**src/rtl/fft_bitrev_reorder_if.sv**
```systemverilog
// Sample-in / sample-out handshake bundle for the FFT bit-reverse reorder buffer.
interface fft_bitrev_reorder_if #(
  parameter int DATA_W = 17,
  parameter int LOG2N  = 5
);
  logic              in_valid;
  logic              in_ready;
  logic [DATA_W-1:0] in_r;
  logic [DATA_W-1:0] in_i;
  logic              in_last;
  logic              bypass;
  logic              out_valid;
  logic              out_ready;
  logic [DATA_W-1:0] out_r;
  logic [DATA_W-1:0] out_i;
  logic [LOG2N-1:0]  out_idx;
  logic              out_last;
  logic              err_sync;

  modport master (
    output in_valid, in_r, in_i, in_last, bypass, out_ready,
    input  in_ready, out_valid, out_r, out_i, out_idx, out_last, err_sync
  );

  modport slave (
    input  in_valid, in_r, in_i, in_last, bypass, out_ready,
    output in_ready, out_valid, out_r, out_i, out_idx, out_last, err_sync
  );
endinterface

```
**src/rtl/fft_bitrev_reorder.sv**
```systemverilog
// Ping-pong reorder buffer: frames arrive bit-reversed, leave in natural order.
// One bank fills while the other drains, sustaining one sample per clock.
module fft_bitrev_reorder #(
  parameter int DATA_W = 17,
  parameter int LOG2N  = 5
) (
  input  logic                clk,
  input  logic                rst,
  fft_bitrev_reorder_if.slave bus
);
  localparam int N = 1 << LOG2N;
  typedef logic [LOG2N-1:0] idx_t;
  localparam idx_t LAST = idx_t'(N - 1);

  function automatic idx_t bitrev(input idx_t a);
    idx_t r;
    r = '0;
    for (int b = 0; b < LOG2N; b++) r[b] = a[LOG2N-1-b];
    return r;
  endfunction

  logic [DATA_W-1:0] mem_r [2*N];
  logic [DATA_W-1:0] mem_i [2*N];

  logic       wr_bank, rd_bank;
  logic [1:0] full, bypass_lat;
  idx_t       wr_cnt, rd_cnt;
  logic       err_q;

  logic wr_fire, rd_fire, byp_eff;
  idx_t wr_addr;

  assign wr_fire = bus.in_valid & bus.in_ready;
  assign rd_fire = bus.out_valid & bus.out_ready;

  // First beat of a frame uses the live bypass input; the latch is not yet written.
  always_comb begin
    byp_eff = bypass_lat[wr_bank];
    if (wr_cnt == '0) byp_eff = bus.bypass;
    wr_addr = byp_eff ? wr_cnt : bitrev(wr_cnt);
  end

  always_ff @(posedge clk) begin
    if (wr_fire) begin
      mem_r[{wr_bank, wr_addr}] <= bus.in_r;
      mem_i[{wr_bank, wr_addr}] <= bus.in_i;
    end
  end

  always_ff @(posedge clk) begin
    if (rst) begin
      wr_bank    <= 1'b0;
      rd_bank    <= 1'b0;
      full       <= 2'b00;
      bypass_lat <= 2'b00;
      wr_cnt     <= '0;
      rd_cnt     <= '0;
      err_q      <= 1'b0;
    end else begin
      err_q <= wr_fire && (bus.in_last != (wr_cnt == LAST));
      if (wr_fire) begin
        wr_cnt <= wr_cnt + idx_t'(1);
        if (wr_cnt == '0) bypass_lat[wr_bank] <= bus.bypass;
        if (wr_cnt == LAST) begin
          full[wr_bank] <= 1'b1;
          wr_bank       <= ~wr_bank;
        end
      end
      // Writer only completes an empty bank and reader only releases a full one,
      // so these two updates never touch the same bit of full.
      if (rd_fire) begin
        rd_cnt <= rd_cnt + idx_t'(1);
        if (rd_cnt == LAST) begin
          full[rd_bank] <= 1'b0;
          rd_bank       <= ~rd_bank;
        end
      end
    end
  end

  assign bus.in_ready  = ~full[wr_bank];
  assign bus.out_valid = full[rd_bank];
  assign bus.out_r     = mem_r[{rd_bank, rd_cnt}];
  assign bus.out_i     = mem_i[{rd_bank, rd_cnt}];
  assign bus.out_idx   = rd_cnt;
  assign bus.out_last  = full[rd_bank] & (rd_cnt == LAST);
  assign bus.err_sync  = err_q;
endmodule
```
**src/flat_wrapper.sv**
```systemverilog
// flat-port wrapper written by rule: the top's interface ports become plain ports
module fft_bitrev_reorder_flat 
#(
  parameter int DATA_W = 17,
  parameter int LOG2N  = 5
)
  (clk, rst, bus_in_valid, bus_in_r, bus_in_i, bus_in_last, bus_bypass, bus_out_ready, bus_in_ready, bus_out_valid, bus_out_r, bus_out_i, bus_out_idx, bus_out_last, bus_err_sync);
  fft_bitrev_reorder_if #(.DATA_W(DATA_W), .LOG2N(LOG2N)) bus_i ();
  input  logic clk;
  input  logic rst;
  input wire logic [$bits(bus_i.in_valid)-1:0] bus_in_valid;
  input wire logic [$bits(bus_i.in_r)-1:0] bus_in_r;
  input wire logic [$bits(bus_i.in_i)-1:0] bus_in_i;
  input wire logic [$bits(bus_i.in_last)-1:0] bus_in_last;
  input wire logic [$bits(bus_i.bypass)-1:0] bus_bypass;
  input wire logic [$bits(bus_i.out_ready)-1:0] bus_out_ready;
  output wire logic [$bits(bus_i.in_ready)-1:0] bus_in_ready;
  output wire logic [$bits(bus_i.out_valid)-1:0] bus_out_valid;
  output wire logic [$bits(bus_i.out_r)-1:0] bus_out_r;
  output wire logic [$bits(bus_i.out_i)-1:0] bus_out_i;
  output wire logic [$bits(bus_i.out_idx)-1:0] bus_out_idx;
  output wire logic [$bits(bus_i.out_last)-1:0] bus_out_last;
  output wire logic [$bits(bus_i.err_sync)-1:0] bus_err_sync;
  assign bus_i.in_valid = bus_in_valid;
  assign bus_i.in_r = bus_in_r;
  assign bus_i.in_i = bus_in_i;
  assign bus_i.in_last = bus_in_last;
  assign bus_i.bypass = bus_bypass;
  assign bus_i.out_ready = bus_out_ready;
  assign bus_in_ready = bus_i.in_ready;
  assign bus_out_valid = bus_i.out_valid;
  assign bus_out_r = bus_i.out_r;
  assign bus_out_i = bus_i.out_i;
  assign bus_out_idx = bus_i.out_idx;
  assign bus_out_last = bus_i.out_last;
  assign bus_err_sync = bus_i.err_sync;
  fft_bitrev_reorder #(.DATA_W(DATA_W), .LOG2N(LOG2N)) u_core (.clk(clk), .rst(rst), .bus(bus_i));
endmodule
```
**config.mk**
```make
export PLATFORM = sky130hd
export DESIGN_NAME = fft_bitrev_reorder_flat
export DESIGN_NICKNAME = d
export VERILOG_FILES = /design/src/rtl/fft_bitrev_reorder_if.sv /design/src/rtl/fft_bitrev_reorder.sv /design/src/flat_wrapper.sv
export SDC_FILE = /design/constraint.sdc
export NUM_CORES = 2
export LEC_CHECK = 0
export BUFFER_PORTS_ARGS = -buffer_cell sky130_fd_sc_hd__buf_2
export CAP_MARGIN = 20
export CORE_ASPECT_RATIO = 0.6
export CORE_MARGIN = 3
export CORE_UTILIZATION = 34
export CTS_BUF_LIST = sky130_fd_sc_hd__clkbuf_4 sky130_fd_sc_hd__clkbuf_8
export CTS_CLUSTER_DIAMETER = 60
export DETAILED_ROUTE_END_ITERATION = 16
export PLACE_DENSITY_LB_ADDON = 0.15
export REMOVE_ABC_BUFFERS = 1
export SKIP_LAST_GASP = 1
export SLEW_MARGIN = 30
export SYNTH_ARGS = -nofsm -noshare
export SYNTH_HDL_FRONTEND = slang
export SYNTH_SLANG_ARGS = --single-unit
```
**constraint.sdc**
```tcl
create_clock -name clk -period 5 [get_ports clk]
set_clock_uncertainty 0.15 [all_clocks]
set_input_delay 1.25 -clock clk [delete_from_list [all_inputs] [get_ports clk]]
set_output_delay 1.25 -clock clk [all_outputs]
set_load 0.05 [all_outputs]
```
* Word level (Yosys, flattened, before mapping) *
Memory sizes are Yosys's and may differ from the RTL's.
Index checks and enable logic that the tools add are counted.

storage, ports and cells
  register bits after elaboration = 17
  bits in writable memories = 2176
  bits of input ports = 40
  output and inout port bits = 43
  logic and storage cells = 54
  memories = 2

memory list
  name          words  bits a word  rd ports  clocked after memory_dff  write ports  line                      text
  u_core.mem_i  64     17           1         0                         1            fft_bitrev_reorder.sv:23  logic [DATA_W-1:0] mem_i [2*N];
  u_core.mem_r  64     17           1         0                         1            fft_bitrev_reorder.sv:22  logic [DATA_W-1:0] mem_r [2*N];

cells by class
  add/subtract/negate cells = 2
  magnitude comparators = 4
  eq/ne operators = 3
  mux-type cells = 20
  bitwise operators = 9
  reductions and logical operators = 7

operators with widths
  kind                                                                  number
  1-bit two-way mux                                                     11
  5-bit by 1-bit adder with 5-bit output, second input constant         2
  5-bit == test, second input constant                                  2
  2-bit two-way mux                                                     5
  2-bit AND reduction                                                   3
  5-bit zero test                                                       1
  5-bit two-way mux                                                     1
  1-bit by 2-bit < comparator with 1-bit output, second input constant  2
  1-bit AND                                                             3
  1-bit logical AND                                                     3
  1-bit inverter                                                        3
  2-bit AND                                                             1
  2-bit bitwise mux                                                     1
  1-bit demux with 1-bit select                                         2
  1-bit greater-or-equal comparator, second input constant              2
  2-bit inverter                                                        1
  2-bit bitwise OR                                                      1
  1-bit != test                                                         1

* Depth between registers and ports, before layout *
  word-level depth = 11
  depth in mapped cells = 9
  depth with buffers taken out = 7

* Least setup slack after synthesis *
Ideal clock, no wire load.

  path type = reg-to-output
  start = reg u_core.rd_cnt[1], in the netlist u_core.bus.out_idx[1]
  end = out bus_out_i[11]
  arrival = 3.810 ns
  setup slack = -0.210 ns
  cell stages (with the launch flop) = 9
  cell sequence = dfxtp_1 buf_2 buf_2 buf_2 nand3_1 clkbuf_1 o221ai_1 a211oi_1 nor4b_1

between the ends
  cells in the longest elaborated chain, start to end = 1

RTL lines
  what                    line                      text
  start, declared         fft_bitrev_reorder.sv:27  idx_t wr_cnt, rd_cnt;
  start signal, assigned  fft_bitrev_reorder.sv:72  rd_cnt <= rd_cnt + idx_t'(1);
  memory 64 x 17 bit      --
  end, declared           flat_wrapper.sv:20        output wire logic [$bits(bus_i.out_i)-1:0] bus_out_i;

No other way between the ends.

* Final worst setup path *
  start = reg u_core.rd_cnt[1], in the netlist u_core.bus.out_idx[1]
  end = out bus_out_i[9]

The elaborated chain is that of the path after synthesis.

==> flow_metrics.py <==
metrics = {
    "status": {
        "status": "complete, no violations",
    },
    "grt": {
        "first_global_vias": 43000,
        "grt_usage_pct": 21.3,
        "grt_max_degree": 65,
        "grt-ovfl-total": 0,
        "antenna_found_initial": 12,
        "grt_pass1_wl_microns": 370000,
    },
    "finish": {
        "mostFrequentLayoutCells": "edfxtp_1, mux4_2, clkbuf_8",
        "regArea_sq_um": 65700,
        "finalInstanceArea_sq_um": 101000,
        "final_util_pct": 41.7,
        "finalNetCount": 4461,
        "fin_cells": 7934,
        "final_common_cell": "edfxtp_1",
        "layout-drive-gt1-share_pct": 37.3,
        "multi_input_area_sq_um": 18400,
        "area_growth_pct": 21.3,
        "nFillCells": 21300,
    },
    "drt": {
        "vias": 43900,
        "wl_met3_microns": 19200,
        "routed.top_layer": "met5",
        "first_pass_iters": 5,
        "route.detailed.drc": 0,
        "final_antenna_net_count": 0,
        "via_per_inst": 5.53,
        "wl_met1_microns": 131000,
        "drt_wl_total_microns": 272000,
        "wl_per_cell_microns": 34.3,
        "drtIter0Drc": 5409,
        "wl_met2_microns": 118000,
    },
    "sta": {
        "tightestPinTransition_ps": 863,
        "fin_ws_ps": 36.2,
        "rsz0062_at_grt": "true",
        "tns_ps": 0,
        "finalCriticalPeriod_ps": 4960,
        "hold_slack_ps": 351,
        "slew_headroom_pct": 42.2,
        "fmax_ghz": 0.201,
        "hold_viol_final": 0,
        "finalCritPeriodShare_pct": 99.3,
        "final_max_slew_viol_count": 0,
        "finalSetupViolCount": 0,
    },
    "power": {
        "p_leak_nw": 31.3,
        "irDropWorstVdd_uv": 202,
        "power_density_nw_per_um2": 351,
        "total_power_mw": 35.6,
    },
    "job": {
        "drv_cap": 0,
    },
    "clock_tree": {
        "root_buffer": "clkbuf_8",
        "clk_pin_slew_worst_paths_ps": 60,
        "cts.sinks": 2193,
        "cts_tree": "yes",
        "clock_latency_ps": 930,
        "h-tree-depth": 5,
        "clockBufferDepth": 4,
        "cts_made_buffers": 327,
    },
    "synth": {
        "synth_mux_area_share_pct": 15.7,
        "syn_area_per_cell_sq_um": 22.4,
        "synth_area_sq_um": 83700,
        "synth-compound-area-share_pct": 3.36,
        "yosys.area_share.adder_pct": 0.0748,
        "syn_inst": 3742,
        "ys_seq_elements": 2193,
        "synth_top_cell_area_share_pct": 78.1,
        "yosysTopAreaCell": "edfxtp_1",
        "ys_warn_count": 0,
        "synth-edff-count": 2176,
        "synthFlopType": "edfxtp_1",
        "async_flop_share_pct": 0,
        "yosys.area_share.xor_xnor_pct": 0.0838,
        "synth_top_family_by_area": "multiplexers",
        "synthSimpleGateAreaFrac_pct": 1.13,
        "synthTopCellsByArea": "edfxtp_1, mux4_2, mux2i_1",
        "synth.distinct_cells": 57,
        "ys_seq_area_share_pct": 78.5,
    },
    "critical_path": {
        "start_kind": "flop",
        "cpMaxStageDelayCell": "mux4_2",
        "cp.required_ps": 3600,
        "crit_type": "flop to output port",
        "crit_path_max_incr_delay_ps": 530,
        "cp.arrival_ps": 3560,
        "cp-end-kind": "output port",
        "crit_chain": "buf_4 > bufbuf_16 > mux4_2 > a22o_2 > a211oi_1 > a211o_1 > o21ai_4 > buf_12",
        "critPathMaxFanout": 11,
    },
    "die": {
        "placementRows": 140,
        "dieArea_sq_um": 252000,
        "coreArea_sq_um": 244000,
        "dieHeight_microns": 390,
        "die_width_microns": 646,
        "io_pins": 83,
        "floorplan.initialDensity_pct": 34.3,
    },
    "place": {
        "routabilityCongestion": 0.765,
        "hpwl_microns": 154000,
        "port_buffers": 82,
        "placed_area_sq_um": 92300,
        "place_inst": 7238,
        "post-place-ws_ps": 278,
    },
    "min_path": {
        "hold_path_class": "flop to flop",
    },
}
## cells in the mapped netlist (3+ instances only)
cell type and n:
and3_1 3, clkbuf_1 88, xor2_1 3, nand2b_1 3
ha_1 5, nand3_1 27, o211ai_1 19, or4_1 3
a211oi_1 21, o21ai_0 29, dfxtp_1 17, a221o_1 4
mux4_2 464, nand3b_1 3, xnor2_1 5, edfxtp_1 2176
nand4_1 6, a22o_1 38, nand2_1 36, buf_2 97
buf_4 4, a211o_1 5, nor2b_1 7, a32o_1 6
inv_1 5, mux2i_1 256, a2111oi_0 10, and2_1 7
a221oi_1 13, a22oi_1 91, o22ai_1 20, a21oi_1 58
o221ai_1 53, o21a_1 5, mux2_2 5, buf_1 23
nor2_1 101
## what timing repair did
action / 4_1_cts / 5_1_grt
resized for setup: 183 / 122
pin swaps: 26 / 44
hold buffers: 0 / 0
buffers inserted: 74 / 24
endpoints found under the setup margin: 35 / 32
gates cloned: 15 / 6
## critical path: cells and delay by family (launching register included)
family                 cells  cell delay (ps)
AO/OA/AOI/OAI              4              950
multiplexers               1              530
flip-flops                 1              450
buffers and inverters      3              680
## power by group
part / internal (mW) / switching (mW)
Clock: 7.38 / 7.02
Sequential: 20.3 / 0.0192
Combinational: 0.264 / 0.639
Total: 27.9 / 7.68
## routing by layer
layer	vias to the layer above	global-route usage, %
met3	316	3.84
met4	6	4.05
met1	24300	33.8
met5	-	0
met2	1861	30.6
li1	17400	-
## sequential cells by signal, indices dropped and copies added, names as in the netlist
register and cells:
u_core.bus.err_sync 1, u_core.bus.out_idx 5, u_core.bypass_lat 2, u_core.full 2
u_core.mem_i 1088, u_core.mem_r 1088, u_core.rd_bank 1, u_core.wr_bank 1
u_core.wr_cnt 5
## cell type report
class	count	area share, %
antenna	3	0.00740
clock buffer	448	5.42
clock inverter	130	0.705
inverter	7	0.0308
multi-input combinational	1329	18.2
sequential	2193	64.7
tap	3266	4.03
timing repair buffer	558	6.90
## kinds of logic (layout without fill, tap and decap cells)
group,after synthesis,in the layout
flops,2193,2193
mux,727,727
compound gates,383,383
buf+inv,220,1143
simple gates,206,206
xor+xnor,8,8
fa+ha+maj,5,5
other cells,0,3
## worst paths after layout
check | startpoint | to | slack, ps | cells past startpoint
max | u_core.bus.out_idx[1]$_SDFFE_PP0P_ | bus_out_i[9] | 40 | 8
min reg2reg | u_core.bypass_lat[1]$_SDFFE_PP0P_ | u_core.bypass_lat[1]$_SDFFE_PP0P_ | 350 | 2
max reg2reg | u_core.wr_cnt[0]$_SDFFE_PP0P_ | u_core.mem_i[1][14]$_DFFE_PP_ | 930 | 8
min | u_core.bypass_lat[1]$_SDFFE_PP0P_ | u_core.bypass_lat[1]$_SDFFE_PP0P_ | 350 | 2
Power figures use the tool's default switching activity.
